### src/rtl/inert_spi_seq_pkg.sv
// Shared types and command words for the inertial-sensor SPI sequencer.
// Imported by the sequencer, its timer and anything decoding its state.
package inert_pkg;

  typedef enum logic [2:0] {
    PORW,
    CFG1,
    CFG2,
    CFG3,
    IDLE,
    RDL,
    RDH
  } state_e;

  localparam logic [15:0] CMD_CFG1 = 16'h0D02;
  localparam logic [15:0] CMD_CFG2 = 16'h1160;
  localparam logic [15:0] CMD_CFG3 = 16'h1440;
  localparam logic [15:0] CMD_RDL  = 16'hA600;
  localparam logic [15:0] CMD_RDH  = 16'hA700;
  localparam logic [15:0] CMD_NONE = 16'h0000;

  function automatic logic is_txn(state_e s);
    return !(s == PORW || s == IDLE);
  endfunction

endpackage

### src/rtl/inert_spi_seq_if.sv
// Command/response link between the sequencer and the SPI monarch.
// The sequencer is master; the monarch side uses the slave modport.
interface inert_spi_seq_if;

  logic        wrt;
  logic [15:0] cmd;
  logic        done;
  logic [7:0]  rd_byte;

  modport master (
    output wrt,
    output cmd,
    input  done,
    input  rd_byte
  );

  modport slave (
    input  wrt,
    input  cmd,
    output done,
    output rd_byte
  );

endinterface

### src/rtl/inert_spi_seq_por_timer.sv
// Power-on wait timer: counts while enabled, clears otherwise.
// tc is high while the count sits at all ones.
module por_timer #(
  parameter int POR_BITS = 16
) (
  input  logic clk,
  input  logic rst_n,
  input  logic en,
  output logic tc
);

  logic [POR_BITS-1:0] cnt;

  always_ff @(posedge clk or negedge rst_n) begin
    if (!rst_n) begin
      cnt <= '0;
    end else if (en) begin
      cnt <= cnt + POR_BITS'(1);
    end else begin
      cnt <= '0;
    end
  end

  assign tc = &cnt;

endmodule

### src/rtl/inert_spi_seq.sv
// Inertial sensor sequencer: power-on wait, three config writes,
// then one yaw-rate read pair (low, high) per interrupt edge.
module inert_spi_seq
  import inert_pkg::*;
#(
  parameter int POR_BITS = 16
) (
  input  logic            clk,
  input  logic            rst_n,
  input  logic            INT,
  inert_spi_seq_if.master spi,
  output logic [15:0]     yaw_rt,
  output logic            vld
);

  state_e      state;
  state_e      nxt;
  state_e      prev;
  logic        tc;
  logic        int_s1;
  logic        int_s2;
  logic        int_s3;
  logic        int_rise;
  logic        done_q;
  logic        armed;
  logic        cmplt;
  logic [7:0]  lo_byte;

  por_timer #(
    .POR_BITS(POR_BITS)
  ) u_por (
    .clk  (clk),
    .rst_n(rst_n),
    .en   (state == PORW),
    .tc   (tc)
  );

  assign int_rise = int_s2 & ~int_s3;
  // Only a fresh done rise after our own wrt counts as completion.
  assign cmplt = spi.done & ~done_q & armed;

  always_comb begin
    nxt = state;
    case (state)
      PORW:    if (tc)       nxt = CFG1;
      CFG1:    if (cmplt)    nxt = CFG2;
      CFG2:    if (cmplt)    nxt = CFG3;
      CFG3:    if (cmplt)    nxt = IDLE;
      IDLE:    if (int_rise) nxt = RDL;
      RDL:     if (cmplt)    nxt = RDH;
      RDH:     if (cmplt)    nxt = IDLE;
      default:               nxt = PORW;
    endcase
  end

  always_comb begin
    spi.cmd = CMD_NONE;
    unique case (1'b1)
      (state == CFG1): spi.cmd = CMD_CFG1;
      (state == CFG2): spi.cmd = CMD_CFG2;
      (state == CFG3): spi.cmd = CMD_CFG3;
      (state == RDL):  spi.cmd = CMD_RDL;
      (state == RDH):  spi.cmd = CMD_RDH;
      default:         spi.cmd = CMD_NONE;
    endcase
  end

  always_ff @(posedge clk or negedge rst_n) begin
    if (!rst_n) begin
      state   <= PORW;
      prev    <= PORW;
      int_s1  <= 1'b0;
      int_s2  <= 1'b0;
      int_s3  <= 1'b0;
      done_q  <= 1'b0;
      armed   <= 1'b0;
      spi.wrt <= 1'b0;
      lo_byte <= 8'h00;
      yaw_rt  <= 16'h0000;
      vld     <= 1'b0;
    end else begin
      state   <= nxt;
      prev    <= state;
      int_s1  <= INT;
      int_s2  <= int_s1;
      int_s3  <= int_s2;
      done_q  <= spi.done;
      armed   <= spi.wrt | (armed & ~cmplt);
      spi.wrt <= is_txn(state) && (state != prev);
      vld     <= 1'b0;
      if (state == RDL && cmplt) begin
        lo_byte <= spi.rd_byte;
      end
      if (state == RDH && cmplt) begin
        yaw_rt <= {spi.rd_byte, lo_byte};
        vld    <= 1'b1;
      end
    end
  end

endmodule

### src/flat_wrapper.sv
// flat-port wrapper written by rule: the top's interface ports become plain ports
module inert_spi_seq_flat import inert_pkg::*;
#(
  parameter int POR_BITS = 16
)
  (clk, rst_n, INT, yaw_rt, vld, spi_wrt, spi_cmd, spi_done, spi_rd_byte);
  inert_spi_seq_if spi_i ();
  input  logic clk;
  input  logic rst_n;
  input  logic INT;
  output logic [15:0] yaw_rt;
  output logic vld;
  output wire logic [$bits(spi_i.wrt)-1:0] spi_wrt;
  output wire logic [$bits(spi_i.cmd)-1:0] spi_cmd;
  input wire logic [$bits(spi_i.done)-1:0] spi_done;
  input wire logic [$bits(spi_i.rd_byte)-1:0] spi_rd_byte;
  assign spi_wrt = spi_i.wrt;
  assign spi_cmd = spi_i.cmd;
  assign spi_i.done = spi_done;
  assign spi_i.rd_byte = spi_rd_byte;
  inert_spi_seq #(.POR_BITS(POR_BITS)) u_core (.clk(clk), .rst_n(rst_n), .INT(INT), .spi(spi_i), .yaw_rt(yaw_rt), .vld(vld));
endmodule
### config.mk
export PLATFORM = sky130hd
export DESIGN_NAME = inert_spi_seq_flat
export DESIGN_NICKNAME = d
export VERILOG_FILES = /design/src/rtl/inert_spi_seq_pkg.sv /design/src/rtl/inert_spi_seq_if.sv /design/src/rtl/inert_spi_seq_por_timer.sv /design/src/rtl/inert_spi_seq.sv /design/src/flat_wrapper.sv
export SDC_FILE = /design/constraint.sdc
export NUM_CORES = 1
export LEC_CHECK = 0
export BUFFER_PORTS_ARGS = -buffer_cell sky130_fd_sc_hd__buf_2
export CORE_MARGIN = 2
export CORE_UTILIZATION = 58
export CTS_CLUSTER_DIAMETER = 100
export DETAILED_ROUTE_END_ITERATION = 12
export GPL_ROUTABILITY_DRIVEN = 1
export GPL_TIMING_DRIVEN = 0
export PLACE_DENSITY = 0.93
export SLEW_MARGIN = 20
export SYNTH_ARGS = -nofsm -noshare
export SYNTH_HDL_FRONTEND = slang
export SYNTH_SLANG_ARGS = --single-unit
### constraint.sdc
create_clock -name clk -period 4.25 [get_ports clk]
set_clock_uncertainty 0.1 [all_clocks]
set_input_delay 0.85 -clock clk [delete_from_list [all_inputs] [get_ports clk]]
set_output_delay 0.85 -clock clk [all_outputs]
set_load 0.005 [all_outputs]
==> impl_metrics.py <==
metrics = {
    "detailed_routing": {
        "drt_iter0_drc": 81,
        "first_pass_iters": 4,
        "wl_microns": 3930,
        "num_vias": 1499,
        "vias_per_cell": 5.15,
        "drc": 0,
        "drtAntennaViolNets": 0,
        "wl_per_cell_microns": 13.5,
    },
    "power_and_ir_drop": {
        "power.density_mw_per_mm2": 318,
        "p_clk_share_pct": 39.1,
        "switching_share_pct": 20.2,
        "combPwrFrac_pct": 2.4,
        "p_leak_nw": 1.48,
        "p_int_mw": 0.690,
        "switchingPower_mw": 0.175,
        "vdd_drop_max_mv": 0.211,
        "p_seq_share_pct": 58.5,
    },
    "setup_path": {
        "rrSetupSlack_ns": 2.50,
        "cp_slowest_cell": "dfrtp_1",
        "worstPathMaxFanout": 10,
        "critPathLaunchType": "flop",
        "path_cells": "clkbuf_1, a21boi_0, buf_4, buf_2",
        "max_stage_delay_ns": 0.49,
        "cp-end-kind": "output port",
        "crit_type": "flop to output port",
        "cp.required_ns": 3.30,
        "cp.arrival_ns": 1.77,
    },
    "global_routing": {
        "grt_usage_pct": 18.6,
        "grt_max_degree": 54,
        "antenna_found_initial": 0,
        "grt_overflow": 0,
        "grt_pass1_vias": 1405,
        "grt_pass1_wl_microns": 6110,
    },
    "synth": {
        "syn_area_sq_mm": 0.00233,
        "avgSynthCellArea_sq_um": 12.3,
        "synth_seq_cells": 53,
        "ys_types": 38,
        "yosysWarningCount": 0,
        "ys_seq_area_share_pct": 57.0,
        "synth_cells": 189,
    },
    "timing": {
        "rsz0062_at_grt": "false",
        "setup_tns_ns": 0,
        "fin_crit_sh_pct": 63.9,
        "tightest_slew_ns": 0.621,
        "period_needed_ns": 2.72,
        "hold_violations": 0,
        "drv_slew": 0,
        "clock.fmax_mhz": 368,
        "setup_viol": 0,
        "relSlewSlack_pct": 58.6,
    },
    "clock_tree": {
        "cts_resized": 0,
        "clk_latency_ns": 0.31,
        "cts_tree": "yes",
        "cts.htree.levels": 2,
        "post_cts_buffers": 0,
        "cts_buffers": 5,
        "path_clk_slew_ns": 0.10,
        "cts-root-buf": "clkbuf_8",
        "cts_hold_buf": 0,
        "clock-sinks": 53,
        "clock_path_buffers": 2,
    },
    "floorplanning": {
        "io_pins": 46,
        "die_h_microns": 67.3,
        "die_area_sq_mm": 0.00454,
        "die_x_microns": 67.3,
        "rows": 23,
        "core-area_sq_mm": 0.00394,
        "initial_core_util_pct": 59.0,
    },
    "placement": {
        "portBuffers": 39,
        "hpwl_microns": 2820,
        "gp_congestion": 0.782,
        "placed_cell_area_sq_mm": 0.00260,
    },
    "cells_and_area": {
        "drive_gt1_share_pct": 39.0,
        "syn_to_final_growth_pct": 16.8,
        "diodes": 0,
        "design_area_sq_mm": 0.00272,
        "num-nets-final": 253,
        "fill_cells": 277,
    },
    "outcome": {
        "outcome": "complete, no violations",
    },
    "min_path": {
        "hp-class": "flop to flop",
    },
    "job": {
        "drv_cap": 0,
    },
}
power by group through the flow:
stage	clock network [mW]	logic, mW	registers [mW]
floorplan	0	0.00603	0.516
global placement	0	0.0214	0.516
detailed placement	0	0.0215	0.516
CTS	0.347	0.0215	0.506
global route	0.369	0.0247	0.507
finish	0.338	0.0210	0.506
sequential cells by signal, indices dropped and copies added, names as in the netlist:
signal	count
u_core.prev	3
u_core.vld	1
u_core.armed	1
u_core.spi.wrt	1
u_core.int_s1	1
u_core.yaw_rt	16
u_core.int_s2	1
u_core.u_por.cnt	16
u_core.state	3
u_core.int_s3	1
u_core.done_q	1
u_core.lo_byte	8
worst max-delay path: cells and delay by family, from the launching register on:
family	cells	cell delay [ns]
AOI/OAI and AO/OA	1	0.36
buffers and inverters	3	0.62
DFF	1	0.49
cell usage in the layout (no fill, tap or decap), drive strengths merged, types with 4 or more instances in the layout:
cell type / count
nor4: 5
nand2b: 4
buf: 55
conb: 6
clkbuf: 6
o21ai: 5
xor2: 5
nand2: 8
xnor2: 10
nor2: 22
inv: 4
nand3: 6
nand4: 5
dfrtp: 53
mux2: 24
per-layer routing:
metal	track usage (%)	wire, microns
met1	21.4	1650
met2	32.1	2040
met5	0	0
met3	5.33	165
met4	8.67	72
path summary, 6_finish.rpt:
| path | start | end | cells past startpoint |
|---|---|---|---|
| setup reg to reg | u_core.state[1] | u_core.yaw_rt[7] | 5 |
| min in group asynchronous | rst_n | u_core.u_por.cnt[4] | 1 |
| hold reg to reg | u_core.int_s1 | u_core.int_s2 | 0 |
| setup / recovery | u_core.state[2] | spi_cmd[13] | 4 |
| hold / removal | u_core.int_s1 | u_core.int_s2 | 0 |
| max in group asynchronous | rst_n | u_core.u_por.cnt[5] | 1 |
synth_stat cells (all sizes together):
| cell | number | share of area, % |
|---|---|---|
| o21ai | 5 | 1.1 |
| buf | 16 | 4.9 |
| nor2 | 22 | 4.9 |
| a21oi | 3 | 0.64 |
| dfrtp | 53 | 57 |
| nand3 | 6 | 1.5 |
| conb | 1 | 0.16 |
| nand4 | 5 | 2.3 |
| nand2 | 8 | 1.6 |
| or3 | 3 | 0.81 |
| nor2b | 1 | 0.27 |
| clkbuf | 1 | 0.16 |
| a21boi | 1 | 0.32 |
| a21o | 2 | 0.64 |
| nand2b | 4 | 1.1 |
| nor4 | 5 | 1.3 |
| a31oi | 1 | 0.27 |
| inv | 3 | 0.48 |
| mux2 | 24 | 12 |
| o2111ai | 1 | 0.38 |
| nor3 | 3 | 0.64 |
| and4 | 1 | 0.43 |
| nand3b | 2 | 0.64 |
| and3b | 1 | 0.38 |
| nor3b | 1 | 0.32 |
| xnor2 | 10 | 3.8 |
| ha | 1 | 0.54 |
| xor2 | 5 | 1.9 |
logic make-up (layout without fill, tap and decap cells):
| family | Yosys count | count (layout) | synth area share [%] |
|---|---|---|---|
| mux | 24 | 24 | 11.6 |
| buf+inv | 20 | 67 | 5.54 |
| flops | 53 | 53 | 57.0 |
| simple gates | 62 | 62 | 16.2 |
| fa+ha+maj | 1 | 1 | 0.538 |
| compound gates | 13 | 13 | 3.33 |
| other cells | 1 | 6 | 0.161 |
| xor+xnor | 15 | 15 | 5.64 |
through the flow:
step                util (%)  worst slack [ns]  total power, mW  hold slack, ns  instances
floorplan                  -              2.07            0.522           0.231        194
global placement        66.0              1.94            0.538           0.253        283
detailed placement      66.0              1.87            0.538           0.242        283
CTS                     68.9              1.51            0.875           0.264        291
global route            69.0              1.39            0.900           0.288        291
finish                  69.0              1.53            0.865           0.259        291
final cells by class:
cell class	count	area [sq um]	share of cell area [%]
Inverter	3	11.3	0.414
Clock inverter	3	43.8	1.61
Tap cell	50	62.6	2.30
Buffer	17	118	4.33
Sequential cell	53	1330	48.8
Multi-Input combinational cell	121	891	32.8
Timing Repair Buffer	39	198	7.27
Clock buffer	5	68.8	2.53
Note: power is estimated with default switching activity, not from simulation.
